## config.mk

```make
export PLATFORM = sky130hd
export DESIGN_NAME = disp_scan_arbiter
export DESIGN_NICKNAME = d
export VERILOG_FILES = /design/src/rtl/disp_scan_arbiter.sv
export SDC_FILE = /design/constraint.sdc
export NUM_CORES = 1
export LEC_CHECK = 0
export BUFFER_PORTS_ARGS = -buffer_cell sky130_fd_sc_hd__buf_2
export CORE_ASPECT_RATIO = 1.1
export CORE_MARGIN = 2
export CORE_UTILIZATION = 54
export DETAILED_ROUTE_END_ITERATION = 10
export PLACE_DENSITY = 0.88
export SLEW_MARGIN = 20
export SYNTH_ARGS = -nofsm -noshare
export SYNTH_HDL_FRONTEND = slang
export SYNTH_SLANG_ARGS = --single-unit
```

## constraint.sdc

```tcl
create_clock -name clk -period 3.6 [get_ports clk]
set_clock_uncertainty 0.2 [all_clocks]
set_input_delay 0.72 -clock clk [delete_from_list [all_inputs] [get_ports clk]]
set_output_delay 0.72 -clock clk [all_outputs]
set_load 0.005 [all_outputs]
```

## src/rtl/disp_scan_arbiter.sv

```systemverilog
// disp_scan_arbiter
// Multiplexed four-digit display scanner shared between two sources.
// src0 owns the display by default. src1 may request ownership, and the
// display then passes through a fully blanked frame on every handover.
// All ownership changes happen only on frame boundaries.
// Optional feature: define DISP_SCAN_DEADTIME_EN to blank the first DEADTIME
// cycles of every digit slot, which suppresses ghosting between digits.
module disp_scan_arbiter #(
  parameter int REFRESH_COUNT = 100000,
  parameter int DEADTIME      = 1000,
  parameter int HOLD_FRAMES   = 16
) (
  input  logic       clk,
  input  logic       reset,
  input  logic [7:0] src0_dig_0,
  input  logic [7:0] src0_dig_1,
  input  logic [7:0] src0_dig_2,
  input  logic [7:0] src0_dig_3,
  input  logic       src1_req,
  input  logic [7:0] src1_dig_0,
  input  logic [7:0] src1_dig_1,
  input  logic [7:0] src1_dig_2,
  input  logic [7:0] src1_dig_3,
  output logic [3:0] an,
  output logic [7:0] seg,
  output logic       src1_grant
);

  // The refresh counter is sized for the largest legal REFRESH_COUNT (2^20).
  localparam logic [19:0] REF_LAST  = 20'(REFRESH_COUNT - 1);
  localparam logic [19:0] DEAD_CYC  = 20'(DEADTIME);
  localparam logic [7:0]  HOLD_MAX  = 8'(HOLD_FRAMES);
  localparam logic [7:0]  HOLD_LAST = 8'(HOLD_FRAMES - 1);

`ifdef DISP_SCAN_DEADTIME_EN
  localparam logic DEAD_EN = 1'b1;
`else
  localparam logic DEAD_EN = 1'b0;
`endif

  typedef enum logic [1:0] {
    OWN0  = 2'd0,
    BLANK = 2'd1,
    OWN1  = 2'd2
  } state_t;

  state_t      r_state;
  state_t      w_stateNext;
  logic [19:0] r_refCnt;
  logic [1:0]  r_idx;
  logic [7:0]  r_holdCnt;
  logic        w_slotEnd;
  logic        w_frameEnd;
  logic        w_blankSlot;
  logic [7:0]  w_src0Dig;
  logic [7:0]  w_src1Dig;
  logic [3:0]  w_anNext;
  logic [7:0]  w_segNext;
  logic        w_grantNext;
  logic [3:0]  r_an;
  logic [7:0]  r_seg;
  logic        r_grant;

  assign w_slotEnd  = (r_refCnt == REF_LAST);
  assign w_frameEnd = w_slotEnd && (r_idx == 2'd3);

  // Deadtime only exists when the feature is compiled in; otherwise the
  // comparison is masked off and every slot is driven for its full length.
  assign w_blankSlot = DEAD_EN && (r_refCnt < DEAD_CYC);

  // Refresh counter and digit index: each slot lasts REFRESH_COUNT cycles.
  always_ff @(posedge clk) begin
    if (!reset) begin
      r_refCnt <= '0;
      r_idx    <= '0;
    end else if (w_slotEnd) begin
      r_refCnt <= '0;
      r_idx    <= r_idx + 2'd1;
    end else begin
      r_refCnt <= r_refCnt + 20'd1;
    end
  end

  // Ownership state register.
  always_ff @(posedge clk) begin
    if (!reset) begin
      r_state <= OWN0;
    end else begin
      r_state <= w_stateNext;
    end
  end

  // Next-state logic: src1_req is only looked at on the frame-boundary cycle.
  always_comb begin
    w_stateNext = r_state;
    if (w_frameEnd) begin
      unique case (r_state)
        OWN0: begin
          if (src1_req) begin
            w_stateNext = BLANK;
          end
        end
        BLANK: begin
          w_stateNext = src1_req ? OWN1 : OWN0;
        end
        OWN1: begin
          if ((r_holdCnt >= HOLD_LAST) && !src1_req) begin
            w_stateNext = BLANK;
          end
        end
        default: begin
          w_stateNext = OWN0;
        end
      endcase
    end
  end

  // Hold counter: sits at zero outside OWN1, so it starts from zero on entry,
  // then counts completed OWN1 frames and saturates at HOLD_FRAMES.
  always_ff @(posedge clk) begin
    if (!reset) begin
      r_holdCnt <= '0;
    end else if (r_state != OWN1) begin
      r_holdCnt <= '0;
    end else if (w_frameEnd && (r_holdCnt < HOLD_MAX)) begin
      r_holdCnt <= r_holdCnt + 8'd1;
    end
  end

  // Select the current digit pattern from each source.
  always_comb begin
    w_src0Dig = src0_dig_0;
    w_src1Dig = src1_dig_0;
    unique case (r_idx)
      2'd0: begin
        w_src0Dig = src0_dig_0;
        w_src1Dig = src1_dig_0;
      end
      2'd1: begin
        w_src0Dig = src0_dig_1;
        w_src1Dig = src1_dig_1;
      end
      2'd2: begin
        w_src0Dig = src0_dig_2;
        w_src1Dig = src1_dig_2;
      end
      default: begin
        w_src0Dig = src0_dig_3;
        w_src1Dig = src1_dig_3;
      end
    endcase
  end

  // Output decode: drive the owner's digit, or blank during handover/deadtime.
  always_comb begin
    w_anNext    = 4'b1111;
    w_segNext   = 8'hFF;
    w_grantNext = (w_stateNext == OWN1);
    unique case (r_state)
      OWN0: begin
        w_anNext  = ~(4'b0001 << r_idx);
        w_segNext = w_src0Dig;
      end
      OWN1: begin
        w_anNext  = ~(4'b0001 << r_idx);
        w_segNext = w_src1Dig;
      end
      default: begin
        w_anNext  = 4'b1111;
        w_segNext = 8'hFF;
      end
    endcase
    if (w_blankSlot) begin
      w_anNext  = 4'b1111;
      w_segNext = 8'hFF;
    end
  end

  // Output register: glitch-free pins, grant aligned with the OWN1 state.
  always_ff @(posedge clk) begin
    if (!reset) begin
      r_an    <= 4'b1111;
      r_seg   <= 8'hFF;
      r_grant <= 1'b0;
    end else begin
      r_an    <= w_anNext;
      r_seg   <= w_segNext;
      r_grant <= w_grantNext;
    end
  end

  assign an         = r_an;
  assign seg        = r_seg;
  assign src1_grant = r_grant;

endmodule
```

==> results of run 1 <==
-- worst min path at each step --
stage,from,to,slack [ns]
after CTS,r_refCnt[0]$_SDFF_PP0_,r_refCnt[0]$_SDFF_PP0_,0.24
after floorplan,r_refCnt[0]$_SDFF_PP0_,r_refCnt[0]$_SDFF_PP0_,0.21
final,r_refCnt[0]$_SDFF_PP0_,r_refCnt[0]$_SDFF_PP0_,0.24
after global placement,r_refCnt[0]$_SDFF_PP0_,r_refCnt[0]$_SDFF_PP0_,0.22
after global routing,r_refCnt[0]$_SDFF_PP0_,r_refCnt[0]$_SDFF_PP0_,0.27
after detailed placement,r_refCnt[0]$_SDFF_PP0_,r_refCnt[0]$_SDFF_PP0_,0.23
-- cell usage after synthesis, drive strengths merged, types with 4 or more instances --
cell type	instances	area, um^2
clkbuf	10	37.5
dfxtp	45	901
o31ai	4	30.0
nor4	4	55.1
buf	8	41.3
or4	4	30.0
nand2	45	176
and2	4	27.5
a21oi	10	50.1
ha	7	87.6
mux2i	11	110
o21ai	7	46.3
and3	6	38.8
and4	4	35.0
a31oi	8	50.1
inv	7	26.3
a221o	8	80.1
nand4	7	50.1
xor2	8	70.1
nand3	20	100
a22oi	16	120
nor2	16	60.1
or3	4	25.0
-- power groups by stage --
stage | clock (mW) | sequential [mW] | combinational [mW]
4_1_cts | 0.351 | 0.509 | 0.0769
3_5_place_dp | 0 | 0.521 | 0.0764
3_3_place_gp | 0 | 0.520 | 0.0752
6_report | 0.341 | 0.509 | 0.0768
2_1_floorplan | 0 | 0.521 | 0.0293
5_1_grt | 0.369 | 0.510 | 0.0844
-- sequential cells by signal, indices dropped and copies added, names as in the netlist --
register / cells
r_refCnt: 20
src1_grant: 1
seg: 8
r_holdCnt: 8
an: 4
r_idx: 2
r_state: 2
-- critical path, stage by stage (launching register included) --
cell,delay [ns]
dfxtp_1,0.35
ha_1,0.20
and4_1,0.30
nand4_1,0.43
or4_1,0.62
a21oi_1,0.14
-- cell type report --
type	count	area share, %
Clock buffer	7	3.34
Clock inverter	1	0.174
Inverter	8	1.04
Multi-Input combinational cell	212	48.1
Sequential cell	45	31.3
Tap cell	54	2.34
Timing Repair Buffer	79	13.7
-- per-stage QoR --
| stage | power [mW] | setup WS, ns |
|---|---|---|
| after floorplan | 0.550 | 1.63 |
| after global placement | 0.596 | 1.34 |
| after detailed placement | 0.597 | 1.27 |
| after CTS | 0.937 | 1.27 |
| after global routing | 0.963 | 1.09 |
| final | 0.927 | 1.30 |
-- cell families after synthesis --
logic type	synth area share, %
adders and majority gates	3.65
AOI/OAI and AO/OA	19.1
DFF	37.6
muxes	4.59
xor gates and xnor gates	3.65
buffers and inverters	4.54
and+or+nand+nor	26.9
-- per-layer routing --
layer / vias up / part of all wire [%]
met1: 1050 / 40
met4: 0 / 2.3
li1: 1178 / -
met3: 11 / 6.5
met2: 92 / 51
met5: - / 0
==> impl_metrics.tcl, run 1 <==
set metrics [dict create \
    ant_nets 0 \
    nNetsFinal 425 \
    comb_power_share_pct 8.3 \
    status "completed" \
    register_area_um2 901 \
    wl_mm 5.82 \
    slew_headroom_pct 45.9 \
    setup_viol 0 \
    power.share.switching_pct 22.1 \
    power.switching_uw 205 \
    drtIter0Drc 136 \
    htree_levels 2 \
    min_path_cells 1 \
    gr-total-overflow 0 \
    dieArea_um2 4990 \
    fin_crit_sh_pct 64.0 \
    p_int_uw 722 \
    design_area_um2 2880 \
    synth_cells 283 \
    syn_area_um2 2400 \
    busiest_layer "met2" \
    tightest_slew_ns 0.810 \
    dp_hpwl_mm 4.43 \
    die-height_um 73.9 \
    clock-sinks 45 \
    holdWs_ns 0.241 \
    holdBufCountCts 0 \
    setup_tns_ns 0 \
    critical_path_class "reg -> reg" \
    synth_ff_type "dfxtp_1" \
    finalMaxSlewViolations 0 \
    n_fill_cell 372 \
    multiInputGateArea_um2 1390 \
    end_kind "flop" \
    place_area_um2 2780 \
    io_buffer_count 79 \
    fin_crit_ns 2.30 \
    crit_end "r_holdCnt[0]$_SDFFE_PP0P_" \
    vias 2331 \
    worstSetupStartpoint "r_refCnt[0]$_SDFF_PP0_" \
    grt.total_usage_pct 23.8 \
    r2r-start "r_refCnt[0]$_SDFF_PP0_" \
    cp_max_fo 11 \
    async_reset_ff_share_pct 0 \
    cts_setup_buffers 0 \
    irDropWorstVdd_mv 0.262 \
    synth-edff-count 0 \
    cts_tree "yes" \
    required_ns 3.64 \
    via_per_inst 5.74 \
    post_cts_resized 0 \
    cap_violations 0 \
    diodes 0 \
    cts_buffers 5 \
    rsz0062_at_grt "false" \
    syn_to_final_growth_pct 20.3 \
    arrival_ns 2.34 \
    seq_power_share_pct 54.9 \
    rrSetupSlack_ns 1.30 \
    synth.distinct_cells 46 \
    layout_common_cells "buf_2 (79), dfxtp_1 (45), nand2_1 (44), nand3_1 (20)" \
    first_pass_iters 5 \
    grt_antenna_before_repair 0 \
    insertion_delay_ns 0.30 \
    met1_usage_pct 27.1 \
    dp.cells 398 \
    final_common_cell "buf_2" \
    clk_path_buf_depth 2 \
    die_w_um 67.5 \
    finalHoldViolCount 0 \
    ioPinCount 80 \
    gp_routability_congestion 0.847 \
    syn_avg_cell_area_um2 8.47 \
    reg2reg_to "r_holdCnt[0]$_SDFFE_PP0P_" \
    rows 25 \
    clkPwrFrac_pct 36.8 \
    hold_class "reg -> reg" \
    grt_first_pass_wirelength_mm 8.99 \
    placeableCoreArea_um2 4290 \
    met3_usage_pct 4.75 \
    powerDensity_nw_per_um2 321 \
    p_leak_nw 1.19 \
    ys_seq_area_share_pct 37.6 \
    ys_seq_elements 45 \
    met2_usage_pct 42.6 \
    stdcell_count 406 \
    grt_pass1_vias 2049 \
    r2r_cells 5 \
    start_util_pct 55.9 \
    drive_above_1_share_pct 27.3 \
    syn_nets 357 \
    post-route-drc-count 0 \
    startpoint_type "flop" \
    post_drt_wl_per_cell_um 14.3 \
    final_util_pct 67.3 \
    fmax_mhz 434 \
    grt_start_max_net_pins 20 \
    clockRootBuffer "clkbuf_8" \
    yosysWarningCount 0 \
    clk_pin_slew_ns 0.08 \
]
Power figures use the tool's default switching activity.
==> run 2: changes to the inputs <==
Settings changed: CORE_UTILIZATION 54 to 45, PLACE_DENSITY 0.88 to 0.78.
Clock period 3.6 ns to 2 ns, I/O delays scaled along.
==> run 2 against run 1 <==
Register-to-register slack got worse by 1.1 ns. Via count up 3.1%. Die area up 19%. Critical path depth fell by 1. First-iteration DRC count up 7.4%. Highest routed layer unchanged. Setup slack lost 1.1 ns. Sequential power up 80%. Largest power group unchanged. Routed wire length is 6.0% higher. Critical endpoint unchanged. Global-route usage decreased by 2.7 points. Total power grew 91%. Utilization is 7.5 points lower.
==> impl_metrics.tcl, run 2 (synthesis results as in run 1) <==
set metrics [dict create \
    syn_to_final_growth_pct 26.4 \
    seq_power_share_pct 51.6 \
    final_common_cell "buf_2" \
    tightest_slew_ns 0.512 \
    drtIter0Drc 146 \
    wl_mm 6.17 \
    dp_hpwl_mm 4.65 \
    fin_ws_ns 0.172 \
    pre_cts_ws_ns 0.0408 \
    ant_nets 0 \
    r2r-start "r_refCnt[13]$_SDFF_PP0_" \
    holdBufCountCts 0 \
    finalMaxSlewViolations 0 \
    grt_first_pass_wirelength_mm 9.96 \
    clkPwrFrac_pct 40.0 \
    grt.total_usage_pct 21.1 \
    rrSetupSlack_ns 0.17 \
    clk_pin_slew_ns 0.08 \
    fin_crit_ns 1.83 \
    setup_tns_ns 0 \
    diodes 0 \
    first_pass_iters 4 \
    insertion_delay_ns 0.30 \
    die-height_um 80.6 \
    r2r_cells 4 \
    post_cts_resized 0 \
    min_path_cells 4 \
    finalHoldViolCount 0 \
    status "completed" \
    post_drt_wl_per_cell_um 14.6 \
    min_to "seg[0]$_SDFF_PN1_" \
    ioPinCount 80 \
    reg2reg_to "r_holdCnt[0]$_SDFFE_PP0P_" \
    min-delay-start "src1_dig_1[0]" \
    vias 2403 \
    irDropWorstVdd_mv 0.298 \
    power_mw 1.77 \
    fmax_mhz 547 \
    hold_class "in -> reg" \
    gp_routability_congestion 0.801 \
    p_leak_nw 1.26 \
    grt_antenna_before_repair 0 \
    cts_setup_buffers 0 \
    placeableCoreArea_um2 5070 \
    grt_start_max_net_pins 20 \
    clockRootBuffer "clkbuf_8" \
    startpoint_type "flop" \
    via_per_inst 5.69 \
    n_fill_cell 460 \
    io_buffer_count 79 \
    layout_common_cells "buf_2 (79), dfxtp_1 (45), nand2_1 (44), nand3_1 (20)" \
    gr-total-overflow 0 \
    clock-sinks 45 \
    cts_buffers 5 \
    fin_crit_sh_pct 91.4 \
    drive_above_1_share_pct 30.8 \
    power.switching_uw 370 \
    largest_reg_flops 20 \
    arrival_ns 1.86 \
    final_util_pct 59.8 \
    grt_pass1_vias 2303 \
    required_ns 2.03 \
    cp_max_fo 8 \
    rsz0062_at_grt "false" \
    clk_path_buf_depth 2 \
    htree_levels 2 \
    dieArea_um2 5930 \
    cap_violations 0 \
    max_flop_register "r_refCnt" \
    setup_viol 0 \
    cts_tree "yes" \
    slew_headroom_pct 65.9 \
    p_int_mw 1.40 \
    powerDensity_nw_per_um2 585 \
    end_kind "flop" \
    critical_path_class "reg -> reg" \
    nNetsFinal 437 \
    post-route-drc-count 0 \
    start_util_pct 47.3 \
    comb_power_share_pct 8.4 \
    power.share.switching_pct 20.9 \
    die_w_um 73.6 \
    rows 27 \
]
run 2: worst max-delay path, cell delays in order, from the launching register on:
cell and delay (ns):
dfxtp_1 0.38, nor4_4 0.37, nand2_4 0.15, or4_1 0.52, a21oi_1 0.14
run 2: power groups by stage:
| stage | clock network (mW) | registers [mW] | logic, mW |
|---|---|---|---|
| 6_report | 0.709 | 0.915 | 0.148 |
| 5_1_grt | 0.773 | 0.916 | 0.164 |
| 4_1_cts | 0.733 | 0.915 | 0.149 |
| 3_5_place_dp | 0 | 0.936 | 0.149 |
| 3_3_place_gp | 0 | 0.936 | 0.147 |
| 2_1_floorplan | 0 | 0.938 | 0.0527 |
run 2: final cells by class:
cell class,instances,area [um^2],area share (%)
repair buffers,91,502,16.6
flip-flops and latches,45,901,29.7
inverters,8,30.0,0.991
well taps,58,72.6,2.39
clock buffers,7,86.3,2.85
multi-input cells,212,1410,46.5
clock inverters,1,30.0,0.991
run 2: per-layer routing:
metal | GRT usage [%] | wire (um) | vias up
met5 | 0 | 0 | -
met4 | 6.91 | 92 | 0
met3 | 5.14 | 485 | 8
met2 | 39.4 | 3100 | 93
met1 | 22.8 | 2490 | 1104
li1 | - | - | 1198
run 2: through the flow:
step	std cells	instance area, um^2	hold slack [ns]
2_1_floorplan	283	2400	0.213
3_3_place_gp	414	2890	0.225
3_5_place_dp	414	2890	0.240
4_1_cts	422	3010	0.227
5_1_grt	422	3030	0.234
6_report	422	3030	0.235
run 2: how the worst max path moves through the flow:
stage	from	endpoint	slack, ns	cells after the start
global route	r_refCnt[0]$_SDFF_PP0_	r_holdCnt[2]$_SDFFE_PP0P_	0.004	6
global placement	r_idx[0]$_SDFFE_PN0N_	seg[7]$_SDFF_PN1_	0.09	5
detailed placement	r_idx[0]$_SDFFE_PN0N_	seg[4]$_SDFF_PN1_	0.04	5
finish	r_refCnt[13]$_SDFF_PP0_	r_holdCnt[0]$_SDFFE_PP0P_	0.17	4
floorplan	r_idx[0]$_SDFFE_PN0N_	seg[0]$_SDFF_PN1_	0.10	7
CTS	r_idx[0]$_SDFFE_PN0N_	seg[4]$_SDFF_PN1_	0.02	5
==> run 3: changes to the inputs <==
Settings changed: BUFFER_PORTS_ARGS -buffer_cell sky130_fd_sc_hd__buf_2 to not set, CORE_UTILIZATION 45 to 57, DONT_BUFFER_PORTS set to 1.
==> run 3 against run 2 <==
Clock power shrank 26%. Non-clock buffer count shrank 75. Utilization grew 5.4 points. Sequential share of layout area grew 4.9 points. Critical path depth grew 3. Setup slack lost 0.030 ns. Die area shrank 20%. Via count shrank 11%. Final area shrank 14%. Global-route usage grew 2.4 points.
==> impl_metrics.tcl, run 3 (synthesis results as in run 1) <==
set metrics [dict create \
    grt_first_pass_wirelength_mm 8.78 \
    wl_mm 5.43 \
    fin_crit_ns 1.86 \
    gr-total-overflow 0 \
    multiInputGateArea_um2 1400 \
    htree_levels 2 \
    hold_class "in -> reg" \
    worstSetupStartpoint "r_refCnt[0]$_SDFF_PP0_" \
    grt.total_usage_pct 23.6 \
    p_leak_nw 0.955 \
    grt_pass1_vias 1956 \
    vias 2141 \
    critPathTopFamily "simple AND/OR/NAND/NOR gates" \
    cts_setup_buffers 0 \
    path_buf_inv 2 \
    place_area_um2 2520 \
    setup_viol 0 \
    rsz0062_at_grt "false" \
    min_path_cells 2 \
    rrSetupSlack_ns 0.14 \
    cap_violations 0 \
    io_buffer_count 0 \
    slew_headroom_pct 63.6 \
    post-route-drc-count 0 \
    cts_buffers 5 \
    clk_path_buf_depth 2 \
    stdcell_count 341 \
    end_kind "flop" \
    crit_end "r_refCnt[6]$_SDFF_PP0_" \
    layout_common_cells "nand2_1 (44), dfxtp_1 (44), nand3_1 (20), a22oi_1 (16), nor2_1 (16)" \
    ioPinCount 80 \
    grt_antenna_before_repair 0 \
    crit_cells 7 \
    reg2reg_to "r_refCnt[6]$_SDFF_PP0_" \
    register_area_um2 902 \
    max_stage_delay_ns 0.35 \
    rows 24 \
    drive_above_1_share_pct 11.4 \
    via_per_inst 6.28 \
    clock-sinks 45 \
    cts_tree "yes" \
    n_fill_cell 340 \
    gp_routability_congestion 0.889 \
    setup_tns_ns 0 \
    largest_reg_flops 20 \
    power_mw 1.51 \
    required_ns 1.98 \
    nNetsFinal 362 \
    finalHoldViolCount 0 \
    die_w_um 65.8 \
    status "completed" \
    dieArea_um2 4740 \
    drtIter0Drc 90 \
    max_flop_register "r_refCnt" \
    grt_start_max_net_pins 20 \
    r2r-start "r_refCnt[0]$_SDFF_PP0_" \
    arrival_ns 1.84 \
    startpoint_type "flop" \
    syn_to_final_growth_pct 8.66 \
    diodes 0 \
    r2r_cells 7 \
    dp_hpwl_mm 4.13 \
    crit_top_cell "buf_4" \
    fin_crit_sh_pct 92.9 \
    cp_max_fo 19 \
    insertion_delay_ns 0.30 \
    start_util_pct 60.0 \
    dp.cells 333 \
    critical_path_class "reg -> reg" \
    die-height_um 72.0 \
    fmax_mhz 538 \
    powerDensity_nw_per_um2 579 \
    critPathSlowestCell "dfxtp_1" \
    clk_pin_slew_ns 0.08 \
    tightest_slew_ns 0.545 \
    finalMaxSlewViolations 0 \
    design_area_um2 2610 \
    ant_nets 0 \
    cp_cell_sequence "ha_1 -> and4_1 -> nand4_1 -> buf_4 -> o21ai_4 -> buf_4 -> nor2_1" \
    post_drt_wl_per_cell_um 15.9 \
    first_pass_iters 4 \
    clockRootBuffer "clkbuf_8" \
    placeableCoreArea_um2 3990 \
    irDropWorstVdd_mv 0.550 \
]
==> run 3: cell count changes in the layout (fill, tap and decap cells not counted), moves of 2 or more <==
cell / previous run / this run
clkbuf_1: 1 / 3
ha_1: 4 / 6
buf_2: 79 / 0
ha_2: 3 / 1
buf_4: 10 / 15
==> run 3: metal layers <==
layer	vias up	global-route usage (%)	share of wire, %
met4	0	7.18	1.3
li1	1047	-	-
met3	8	5.74	6.3
met1	1010	30.3	43
met5	-	0	0
met2	76	39.1	49
==> run 3: where the power goes <==
| part | internal [mW] | switching, mW |
|---|---|---|
| sequential | 0.910 | 0.00854 |
| clock | 0.248 | 0.280 |
| combinational | 0.0287 | 0.0326 |
==> run 3: stage by stage <==
stage	worst slack (ns)	utilization [%]	hold WS (ns)
after floorplan	0.103	-	0.213
after global placement	0.106	63.0	0.222
after detailed placement	0.0565	63.0	0.244
after CTS	0.0476	65.0	0.0605
after global routing	0.0136	65.2	0.0637
final	0.142	65.2	0.0618
==> run 3: final cells by class <==
| cell class | instances | area share (%) |
|---|---|---|
| Timing Repair Buffer | 16 | 5.09 |
| Clock buffer | 8 | 3.07 |
| Inverter | 8 | 1.15 |
| Sequential cell | 45 | 34.6 |
| Tap cell | 52 | 2.50 |
| Multi-Input combinational cell | 212 | 53.6 |
==> run 3: worst min path at each step <==
stage / endpoint / startpoint / slack, ns
finish: r_state[1]$_SDFF_PN0_ / reset / 0.06
global route: r_refCnt[19]$_SDFF_PP0_ / reset / 0.06
global placement: r_refCnt[0]$_SDFF_PP0_ / r_refCnt[0]$_SDFF_PP0_ / 0.22
floorplan: r_refCnt[0]$_SDFF_PP0_ / r_refCnt[0]$_SDFF_PP0_ / 0.21
detailed placement: r_refCnt[0]$_SDFF_PP0_ / r_refCnt[0]$_SDFF_PP0_ / 0.24
CTS: r_refCnt[19]$_SDFF_PP0_ / reset / 0.06
==> run 3: timing repair <==
action,in CTS,in global routing
setup endpoints to repair,0,10
gates resized for setup,0,4
hold buffers,0,0
